File: config.mk
export PLATFORM = sky130hd
export DESIGN_NAME = muldiv_unit_flat
export DESIGN_NICKNAME = d
export VERILOG_FILES = /design/src/rtl/mips_pkg.sv /design/src/rtl/muldiv_unit_if.sv /design/src/rtl/muldiv_core.sv /design/src/rtl/muldiv_unit.sv /design/src/flat_wrapper.sv
export SDC_FILE = /design/constraint.sdc
export NUM_CORES = 1
export LEC_CHECK = 0
export CAP_MARGIN = 10
export CORE_UTILIZATION = 40
export DETAILED_ROUTE_END_ITERATION = 12
export PLACE_DENSITY_LB_ADDON = 0.2
export SETUP_SLACK_MARGIN = 0.02
export SYNTH_ARGS = -nofsm -noshare
export SYNTH_HDL_FRONTEND = slang
export SYNTH_HIERARCHICAL = 1
export SYNTH_SLANG_ARGS = --single-unit
File: constraint.sdc
create_clock -name clk -period 6.77 [get_ports clk]
set_clock_uncertainty 0.1 [all_clocks]
set_input_delay 1.354 -clock clk [delete_from_list [all_inputs] [get_ports clk]]
set_output_delay 1.354 -clock clk [all_outputs]
set_load 0.005 [all_outputs]
File: src/rtl/mips_pkg.sv
// Shared definitions for the multiply/divide unit: FSM states, decoder
// function codes and the default operand width.
package mips_pkg;

    localparam int unsigned MULDIV_WIDTH = 32;

    typedef enum logic [1:0] {
        S_IDLE = 2'd0,
        S_MUL  = 2'd1,
        S_DIV  = 2'd2,
        S_FIX  = 2'd3
    } state_e;

    localparam logic [5:0] FN_MFHI = 6'h10;
    localparam logic [5:0] FN_MFLO = 6'h12;
    localparam logic [5:0] FN_MULT = 6'h18;
    localparam logic [5:0] FN_DIV  = 6'h1a;

endpackage

File: src/rtl/muldiv_unit_if.sv
// Decoder/datapath-facing bundle of the multiply/divide unit.
interface muldiv_unit_if
    import mips_pkg::*;
#(
    parameter int unsigned WIDTH = MULDIV_WIDTH
);

    logic             start_mult;
    logic             start_div;
    logic             rd_hi;
    logic             rd_lo;
    logic [WIDTH-1:0] srca;
    logic [WIDTH-1:0] srcb;
    logic [WIDTH-1:0] result;
    logic             busy;
    logic             stall;
    logic             div_by_zero;

    modport master (
        output start_mult, start_div, rd_hi, rd_lo, srca, srcb,
        input  result, busy, stall, div_by_zero
    );

    modport slave (
        input  start_mult, start_div, rd_hi, rd_lo, srca, srcb,
        output result, busy, stall, div_by_zero
    );

endinterface

File: src/rtl/muldiv_core.sv
// Iterative magnitude datapath: shift-add multiply or restoring divide,
// one bit per step, leaving the raw {hi,lo} in a 2*WIDTH accumulator.
module muldiv_core #(
    parameter int unsigned WIDTH = 32
) (
    input  logic             clk,
    input  logic             reset,
    input  logic             load,
    input  logic             load_div,
    input  logic             step_mul,
    input  logic             step_div,
    input  logic [WIDTH-1:0] mag_a,
    input  logic [WIDTH-1:0] mag_b,
    output logic             last,
    output logic [WIDTH-1:0] raw_hi,
    output logic [WIDTH-1:0] raw_lo
);

    localparam int unsigned CNT_W = (WIDTH > 1) ? $clog2(WIDTH) : 1;

    logic [2*WIDTH-1:0] acc_q, acc_d;
    logic [WIDTH-1:0]   opnd_q, opnd_d;
    logic [CNT_W-1:0]   cnt_q, cnt_d;
    logic [WIDTH:0]     add_sum;
    logic [WIDTH:0]     shifted;
    logic [WIDTH:0]     diff;
    logic               ge;

    always_comb begin
        acc_d   = acc_q;
        opnd_d  = opnd_q;
        cnt_d   = cnt_q;
        add_sum = {1'b0, acc_q[2*WIDTH-1:WIDTH]} + {1'b0, opnd_q};
        shifted = acc_q[2*WIDTH-1:WIDTH-1];
        diff    = shifted - {1'b0, opnd_q};
        // remainder < divisor < 2^WIDTH, so a set top bit always means "fits"
        ge      = shifted[WIDTH] | ~diff[WIDTH];

        if (load) begin
            cnt_d  = '0;
            opnd_d = load_div ? mag_b : mag_a;
            acc_d  = {{WIDTH{1'b0}}, (load_div ? mag_a : mag_b)};
        end else if (step_mul) begin
            cnt_d = cnt_q + 1'b1;
            acc_d = acc_q[0] ? {add_sum, acc_q[WIDTH-1:1]}
                             : {1'b0, acc_q[2*WIDTH-1:1]};
        end else if (step_div) begin
            cnt_d = cnt_q + 1'b1;
            acc_d = {(ge ? diff[WIDTH-1:0] : shifted[WIDTH-1:0]),
                     acc_q[WIDTH-2:0], ge};
        end
    end

    always_ff @(posedge clk) begin
        if (reset) begin
            acc_q  <= '0;
            opnd_q <= '0;
            cnt_q  <= '0;
        end else begin
            acc_q  <= acc_d;
            opnd_q <= opnd_d;
            cnt_q  <= cnt_d;
        end
    end

    assign last   = (cnt_q == CNT_W'(WIDTH-1));
    assign raw_hi = acc_q[2*WIDTH-1:WIDTH];
    assign raw_lo = acc_q[WIDTH-1:0];

endmodule

File: src/rtl/muldiv_unit.sv
// Multi-cycle signed multiply/divide with architectural HI/LO, pipeline
// stall generation and mfhi/mflo read-back.
module muldiv_unit
    import mips_pkg::*;
#(
    parameter int unsigned WIDTH = MULDIV_WIDTH
) (
    input  logic         clk,
    input  logic         reset,
    muldiv_unit_if.slave bus
);

    state_e             state_q, state_d;
    logic [WIDTH-1:0]   hi_q, hi_d;
    logic [WIDTH-1:0]   lo_q, lo_d;
    logic [WIDTH-1:0]   orig_a_q, orig_a_d;
    logic               neg_res_q, neg_res_d;
    logic               neg_rem_q, neg_rem_d;
    logic               is_div_q, is_div_d;
    logic               dbz_pend_q, dbz_pend_d;
    logic               dbz_q, dbz_d;

    logic               busy;
    logic               accept;
    logic               take_div;
    logic               core_last;
    logic [WIDTH-1:0]   mag_a, mag_b;
    logic [WIDTH-1:0]   raw_hi, raw_lo;
    logic [2*WIDTH-1:0] prod_mag, prod;

    function automatic logic [WIDTH-1:0] magnitude(input logic [WIDTH-1:0] v);
        return v[WIDTH-1] ? (~v + 1'b1) : v;
    endfunction

    assign busy     = (state_q != S_IDLE);
    assign accept   = !busy && (bus.start_mult || bus.start_div);
    assign take_div = bus.start_div && !bus.start_mult;
    assign mag_a    = magnitude(bus.srca);
    assign mag_b    = magnitude(bus.srcb);

    muldiv_core #(
        .WIDTH (WIDTH)
    ) u_core (
        .clk      (clk),
        .reset    (reset),
        .load     (accept),
        .load_div (take_div),
        .step_mul (state_q == S_MUL),
        .step_div (state_q == S_DIV),
        .mag_a    (mag_a),
        .mag_b    (mag_b),
        .last     (core_last),
        .raw_hi   (raw_hi),
        .raw_lo   (raw_lo)
    );

    assign prod_mag = {raw_hi, raw_lo};
    assign prod     = neg_res_q ? (~prod_mag + 1'b1) : prod_mag;

    always_comb begin
        state_d    = state_q;
        hi_d       = hi_q;
        lo_d       = lo_q;
        orig_a_d   = orig_a_q;
        neg_res_d  = neg_res_q;
        neg_rem_d  = neg_rem_q;
        is_div_d   = is_div_q;
        dbz_pend_d = dbz_pend_q;
        dbz_d      = dbz_q;

        case (state_q)
            S_IDLE: begin
                if (accept) begin
                    state_d    = take_div ? S_DIV : S_MUL;
                    neg_res_d  = bus.srca[WIDTH-1] ^ bus.srcb[WIDTH-1];
                    neg_rem_d  = bus.srca[WIDTH-1];
                    is_div_d   = take_div;
                    dbz_pend_d = take_div && (bus.srcb == '0);
                    orig_a_d   = bus.srca;
                    dbz_d      = 1'b0;
                end
            end
            S_MUL: begin
                if (core_last) state_d = S_FIX;
            end
            S_DIV: begin
                if (core_last) begin
                    state_d = S_FIX;
                    dbz_d   = dbz_pend_q;
                end
            end
            S_FIX: begin
                state_d = S_IDLE;
                if (!is_div_q) begin
                    {hi_d, lo_d} = prod;
                end else if (dbz_pend_q) begin
                    // the core ran anyway; its result is replaced, not used
                    lo_d = '1;
                    hi_d = orig_a_q;
                end else begin
                    lo_d = neg_res_q ? (~raw_lo + 1'b1) : raw_lo;
                    hi_d = neg_rem_q ? (~raw_hi + 1'b1) : raw_hi;
                end
            end
            default: state_d = S_IDLE;
        endcase
    end

    always_ff @(posedge clk) begin
        if (reset) begin
            state_q    <= S_IDLE;
            hi_q       <= '0;
            lo_q       <= '0;
            orig_a_q   <= '0;
            neg_res_q  <= 1'b0;
            neg_rem_q  <= 1'b0;
            is_div_q   <= 1'b0;
            dbz_pend_q <= 1'b0;
            dbz_q      <= 1'b0;
        end else begin
            state_q    <= state_d;
            hi_q       <= hi_d;
            lo_q       <= lo_d;
            orig_a_q   <= orig_a_d;
            neg_res_q  <= neg_res_d;
            neg_rem_q  <= neg_rem_d;
            is_div_q   <= is_div_d;
            dbz_pend_q <= dbz_pend_d;
            dbz_q      <= dbz_d;
        end
    end

    assign bus.busy        = busy;
    assign bus.stall       = busy && (bus.start_mult || bus.start_div || bus.rd_hi || bus.rd_lo);
    assign bus.div_by_zero = dbz_q;
    assign bus.result      = bus.rd_hi ? hi_q : (bus.rd_lo ? lo_q : '0);

endmodule

File: src/flat_wrapper.sv
// flat-port wrapper written by rule: the top's interface ports become plain ports
module muldiv_unit_flat import mips_pkg::*;
#(
    parameter int unsigned WIDTH = MULDIV_WIDTH
)
  (clk, reset, bus_start_mult, bus_start_div, bus_rd_hi, bus_rd_lo, bus_srca, bus_srcb, bus_result, bus_busy, bus_stall, bus_div_by_zero);
  muldiv_unit_if #(.WIDTH(WIDTH)) bus_i ();
  input  logic clk;
  input  logic reset;
  input wire logic [$bits(bus_i.start_mult)-1:0] bus_start_mult;
  input wire logic [$bits(bus_i.start_div)-1:0] bus_start_div;
  input wire logic [$bits(bus_i.rd_hi)-1:0] bus_rd_hi;
  input wire logic [$bits(bus_i.rd_lo)-1:0] bus_rd_lo;
  input wire logic [$bits(bus_i.srca)-1:0] bus_srca;
  input wire logic [$bits(bus_i.srcb)-1:0] bus_srcb;
  output wire logic [$bits(bus_i.result)-1:0] bus_result;
  output wire logic [$bits(bus_i.busy)-1:0] bus_busy;
  output wire logic [$bits(bus_i.stall)-1:0] bus_stall;
  output wire logic [$bits(bus_i.div_by_zero)-1:0] bus_div_by_zero;
  assign bus_i.start_mult = bus_start_mult;
  assign bus_i.start_div = bus_start_div;
  assign bus_i.rd_hi = bus_rd_hi;
  assign bus_i.rd_lo = bus_rd_lo;
  assign bus_i.srca = bus_srca;
  assign bus_i.srcb = bus_srcb;
  assign bus_result = bus_i.result;
  assign bus_busy = bus_i.busy;
  assign bus_stall = bus_i.stall;
  assign bus_div_by_zero = bus_i.div_by_zero;
  muldiv_unit #(.WIDTH(WIDTH)) u_core (.clk(clk), .reset(reset), .bus(bus_i));
endmodule
Word-level counts from Yosys, hierarchy flattened:

Index checks and enable logic that the tools add are counted.

* flip-flop bits (word level): 204
* latch bits: 0
* bits in writable memories: 0
* ROM bits: 0
* bits of input ports: 70
* output and inout port bits: 35
* memories kept: 0

* add/subtract/negate cells: 8
* multipliers: 0
* divide/modulo/power cells: 0
* order comparisons: 0
* equality and inequality tests: 7
* shift-type cells: 0
* multiplexer cells: 27
* bitwise logic cells: 8
* reductions and logical operators: 20

Operator list (number)
* 32-bit 2-to-1 mux: 14
* 64-bit 2-to-1 mux: 4
* 32-bit by 1-bit adder with 32-bit output (second input constant): 4
* 32-bit NOT: 4
* 64-bit by 1-bit adder with 64-bit output (second input constant): 1
* 64-bit NOT: 1
* 32-bit by 32-bit adder with 33-bit output: 1
* 33-bit by 32-bit subtractor with 33-bit output: 1
* 32-bit zero test: 1
* 5-bit 2-to-1 mux: 2
* 2-bit 2-to-1 mux: 3
* 2-bit by 1-bit != test with 1-bit output (second input constant): 3
* 2-bit case mux with 3 select lines: 1
* 2-bit nonzero test: 3
* 5-bit by 1-bit adder with 5-bit output (second input constant): 1
* 5-bit == test (second input constant): 1
* 2-bit == test (second input constant): 2
* 1-bit logical AND: 4
* 2-bit AND reduction: 2
* 2-bit OR reduction: 2
* 1-bit logical OR: 3
* 3-bit AND reduction: 1
* 3-bit nonzero test: 1
* 2-bit by 1-bit == test with 1-bit output (second input constant): 1
* 7 further kinds: 9

Logic depth before layout (Yosys ltp):

* depth in word-level cells: 7
* mapped depth: 15
* gate-level depth less buffers: 13

Hierarchy:

The synthesis kept the hierarchy.

Modules (own cells, without submodules)
* muldiv_core: instances 1, cells each 1139, area an instance 8944.8 sq um, sequential area each 2021.9 sq um
* muldiv_unit: instances 1, cells each 1161, area an instance 8177.8 sq um, sequential area each 2042.0 sq um

Worst setup path after synthesis:

OpenSTA, ideal clock, no wires.

* path type: input port to flip-flop
* start point: input port bus_srca[14]
* end point: register u_core.u_core.opnd_q[29]
* arrival: 3.892 ns
* required time: 6.584 ns
* path slack: 2.692 ns
* stages on the path: 8
* cells stage by stage: or4_4 or4_4 or4_4 or4_4 o31ai_4 xnor2_1 mux2i_1 a211oi_1

* longest elaborated chain between the ends: 4

Ends and longest elaborated chain
* start, declared: line flat_wrapper.sv:14 `input wire logic [$bits(bus_i.srca)-1:0] bus_srca;`
* 32-bit NOT: line muldiv_unit.sv:32 `return v[WIDTH-1] ? (~v + 1'b1) : v;`
* 32-bit by 1-bit adder with 32-bit output: line muldiv_unit.sv:32
* 32-bit 2-to-1 mux: line muldiv_unit.sv:32
* via u_core.mag_a[29]: line muldiv_unit.sv:27 `logic [WIDTH-1:0] mag_a, mag_b;`
* 32-bit 2-to-1 mux: line muldiv_core.sv:41 `opnd_d = load_div ? mag_b : mag_a;`
* end signal, assigned: line muldiv_core.sv:61 `opnd_q <= opnd_d;`
* end, declared: line muldiv_core.sv:22 `logic [WIDTH-1:0] opnd_q, opnd_d;`

The timed path passes the listed nets, and every way through them passes these cells.
A chain may end at the register's enable or synchronous reset.

Final worst setup path:

* start point: input port bus_rd_lo
* end point: output port bus_result[28]

* longest elaborated chain between the ends: 2

Ends and longest elaborated chain
* start, declared: line flat_wrapper.sv:13 `input wire logic [$bits(bus_i.rd_lo)-1:0] bus_rd_lo;`
* 32-bit 2-to-1 mux (2 in a row): line muldiv_unit.sv:136 `assign bus.result = bus.rd_hi ? hi_q : (bus.rd_lo ? lo_q : '0);`
* end, declared: line flat_wrapper.sv:16 `output wire logic [$bits(bus_i.result)-1:0] bus_result;`

Every way passes these cells.

==> impl_metrics.ini <==
[setup_path]
cp_data_required_time_ns = 5.32
reg2regPathDepth = 11
slowest_delay_ns = 1.24
worstSetupEndpointType = output pin
timing.rr.start = u_core/u_core/acc_q[33]$_SDFFE_PP0P_
timing_worst_setup_path_type = in2out
path_buf_inv = 2
r2r_end = u_core/u_core/acc_q[61]$_SDFFE_PP0P_
worst-r2r-setup-slack_ns = 2.29
cp_data_arrival_time_ns = 3.47
critical-path-top-delay-family = buffers and inverters
critical_path.max_fanout = 33
cp_common_cell = sky130_fd_sc_hd__clkdlybuf4s50_1
ordered_list_of_cells_on_the_worst_path = clkdlybuf4s50_1, nand2_1, o21ai_0, clkdlybuf4s50_1
worst_path_max_delay_cell = sky130_fd_sc_hd__clkdlybuf4s50_1
cp-start-kind = primary input

[pwr]
cellPowerDensity_nw_per_um2 = 459
vdd_ir_max_v = 0.000217
power_leakage_nw = 7.02

[grt]
grt_antenna_before_repair = 0
largest_net_degree_at_the_start_of_global_routing = 87
routing_usage_on_met2 = 0.443
grt_pass1_vias = 16221
grt_overflow_total = 0
grt.met1_usage = 0.410
busiest_layer = met2
grt_pass1_wl_mm = 97.1
grtUsageMet3 = 0.0383
grt_util_all_layers = 0.285

[yosys]
synthFlopType = sky130_fd_sc_hd__dfxtp_1
number_of_synthesized_flops_with_an_enable_pin = 0
ys_types = 85
yosys_register_bits = 203
synth_compound_area_frac = 0.276
synth_area_per_cell_um2 = 7.44
synthSimpleGateAreaFrac = 0.204
synth-seq-area-share = 0.237
synthAdderAreaFrac = 0.0564
synthMuxAreaShare = 0.0799
syn_inst = 2300
mappedNetlistArea_um2 = 17100
synthArstFlopShare = 0
synthXorXnorAreaFrac = 0.0926
dominant_combinational_cell_family_by_area_after_synthesis = compound AO/OA/AOI/OAI gates
synth_nets = 2446
synth.yosys.warnings = 6

[die]
core_um2 = 42000
chipHeight_um = 209
design.portCount = 105
cell_rows = 75
floorplan.initialDensity = 0.407
die-width_um = 209
floorplan.die_area_um2 = 43600

[placed_design]
place.detailed.hpwl_mm = 48.8
place.gp.congestion = 0.980
count_of_buffers_inserted_at_the_top_level_ports = 104

[sta]
setup_viol_count_final = 0
setup-tns-final_ns = 0
timing.slew.headroom = 0.190
fin_hold_ws_ns = 0.360
fmax_ghz = 0.203
rsz0062_at_grt = no
hold_viol_final = 0
finalWorstPathRequiredPeriod_ns = 4.92
number_of_pins_exceeding_their_max_slew_limit_in_the_final_report = 0
tightest_slew_ns = 1.22
final.period_utilization = 0.727

[layout]
multiInputGateArea_um2 = 12200
final-seq-area_um2 = 4070
fillerInstances = 4310
final_core_util = 0.457
antenna-diode-count = 0
area_delta_synth_final_pct = 12.2
drive_gt1_frac = 0.0490
number_of_nets_in_the_layout = 2436
layout.cells.most_common = sky130_fd_sc_hd__nand2_1
layout_common_cells = 293 x sky130_fd_sc_hd__nand2_1, 228 x sky130_fd_sc_hd__nor2_1, 201 x sky130_fd_sc_hd__dfxtp_1, 158 x sky130_fd_sc_hd__o21ai_0, 148 x sky130_fd_sc_hd__a211oi_1

[clock_tree]
clk-insertion-delay-late_ns = 0.56
post-cts-setup-buffers = 0
tritoncts.num_buffers = 24
tritoncts = done
postCtsResizedCells = 0
cts.reportedPaths.clkPinSlew_ns = 0.06
cts-htree-levels = 1
cts.root.buffer_cell = sky130_fd_sc_hd__clkbuf_16
cts.hold.buffers_added = 0
buffer_depth_of_the_longest_clock_path = 3
tritoncts_num_sinks = 203

[drt]
drt_pre_antenna_iters = 6
post_route_drc_violation_count = 0
detail-route-antenna-nets = 0
post_drt_via_cell_ratio = 6.25
total_via_count_after_detailed_routing = 17794
detail_route.wl_per_cell_um = 22.7
drt_iter0_drc = 1955
totalWireLength_mm = 64.7

[worst_hold_path]
min-delay-path-class = reg2reg
holdPathEnd = u_core/hi_q[3]$_SDFFE_PP0N_
min_path_cells = 2
startpoint_of_the_tightest_hold_check_path = u_core/hi_q[3]$_SDFFE_PP0N_

[run]
max_cap_viol_count = 0

[status]
status = finished clean
## logic make-up after synthesis
group / Yosys count
adders and majority gates: 76
buffers and inverters: 238
DFF: 203
and+or+nand+nor: 759
muxes: 136
xor gates and xnor gates: 181
AOI/OAI and AO/OA: 707
## stage by stage
step | cells | setup slack, ns | area, um^2 | total power [mW]
floorplan | 2300 | 2.69 | 17100 | 5.83
global placement | 2803 | 1.84 | 18400 | 7.27
detailed placement | 2803 | 1.79 | 18400 | 7.35
CTS | 2847 | 1.88 | 19200 | 8.69
global route | 2847 | 1.64 | 19200 | 9.39
finish | 2847 | 1.85 | 19200 | 8.81
## synth_stat cells (10+ instances only)
library cell               instances  area share
sky130_fd_sc_hd__nor3_1           30      0.0088
sky130_fd_sc_hd__nor4_1           18      0.0066
sky130_fd_sc_hd__xnor2_1         118       0.060
sky130_fd_sc_hd__ha_1             74       0.054
sky130_fd_sc_hd__or3_1            29       0.011
sky130_fd_sc_hd__mux2i_1         130       0.076
sky130_fd_sc_hd__a31oi_1          29       0.011
sky130_fd_sc_hd__o22ai_1          25      0.0091
sky130_fd_sc_hd__clkbuf_1        129       0.028
sky130_fd_sc_hd__nand4_1          19      0.0069
sky130_fd_sc_hd__and3_1           10      0.0037
sky130_fd_sc_hd__a21oi_1         128       0.037
sky130_fd_sc_hd__nand3_1          34      0.0099
sky130_fd_sc_hd__or4_1            19      0.0083
sky130_fd_sc_hd__nand2_1         293       0.064
sky130_fd_sc_hd__nor2b_1          13      0.0047
sky130_fd_sc_hd__o41ai_1          23       0.012
sky130_fd_sc_hd__a21o_1           33       0.014
sky130_fd_sc_hd__buf_1            25      0.0055
sky130_fd_sc_hd__o21bai_1         12      0.0053
sky130_fd_sc_hd__xor2_1           63       0.032
sky130_fd_sc_hd__nand2b_1         23      0.0084
sky130_fd_sc_hd__o21ai_0         158       0.046
sky130_fd_sc_hd__o31ai_1          32       0.014
sky130_fd_sc_hd__o211ai_1         17      0.0075
sky130_fd_sc_hd__dfxtp_1         203        0.24
sky130_fd_sc_hd__inv_1            70       0.015
sky130_fd_sc_hd__a211oi_1        148       0.065
sky130_fd_sc_hd__nor2_1          228       0.050
## layout make-up
cell class / count / share of cell area
clock inverters: 17 / 0.00951
repair buffers: 131 / 0.0644
clock buffers: 27 / 0.0319
well taps: 539 / 0.0351
flip-flops and latches: 203 / 0.212
multi-input cells: 1859 / 0.633
inverters: 71 / 0.0140
## report_power, final
group          switching (mW)  internal, mW  leakage, nW
Sequential              0.678          1.52         1.66
Combinational            3.33          1.95         4.98
Clock                   0.590         0.742        0.377
## per-layer routing
layer / vias to the layer above / wire (um)
met3: 115 / 5170
met5: - / 0
met2: 754 / 28200
met1: 8554 / 29500
li1: 8371 / -
met4: 0 / 1950
## sequential cells by signal, indices dropped and copies added (netlist names)
register	flops
u_core/neg_res_q	1
u_core/u_core/cnt_q	5
u_core/u_core/opnd_q	32
u_core/dbz_pend_q	1
u_core/hi_q	32
u_core/u_core/acc_q	64
u_core/lo_q	32
u_core/state_q	2
u_core/bus.div_by_zero	1
u_core/orig_a_q	32
u_core/is_div_q	1
## worst max-delay path by stage
stage                                            end  cells past startpoint          from
2_1_floorplan  u_core/u_core/opnd_q[29]$_SDFFE_PP0P_                      8  bus_srca[14]
5_1_grt                               bus_result[22]                      4     bus_rd_lo
6_report                              bus_result[28]                      4     bus_rd_lo
3_5_place_dp    u_core/u_core/acc_q[28]$_SDFFE_PP0P_                      9   bus_srca[2]
4_1_cts                               bus_result[30]                      4     bus_rd_lo
3_3_place_gp   u_core/u_core/opnd_q[28]$_SDFFE_PP0P_                      9   bus_srca[2]
## worst reg2reg max path: stages (launching register included)
cell,delay (ns)
sky130_fd_sc_hd__dfxtp_1,0.72
sky130_fd_sc_hd__ha_1,0.38
sky130_fd_sc_hd__nor2b_4,0.14
sky130_fd_sc_hd__o31a_1,0.27
sky130_fd_sc_hd__o31a_1,0.33
sky130_fd_sc_hd__a21o_1,0.27
sky130_fd_sc_hd__a311oi_2,0.49
sky130_fd_sc_hd__or2_1,0.99
sky130_fd_sc_hd__a311oi_1,0.24
sky130_fd_sc_hd__a31oi_1,0.24
sky130_fd_sc_hd__a31oi_1,0.07
sky130_fd_sc_hd__o22ai_1,0.15
No activity file was read; power rests on OpenSTA's default activity.
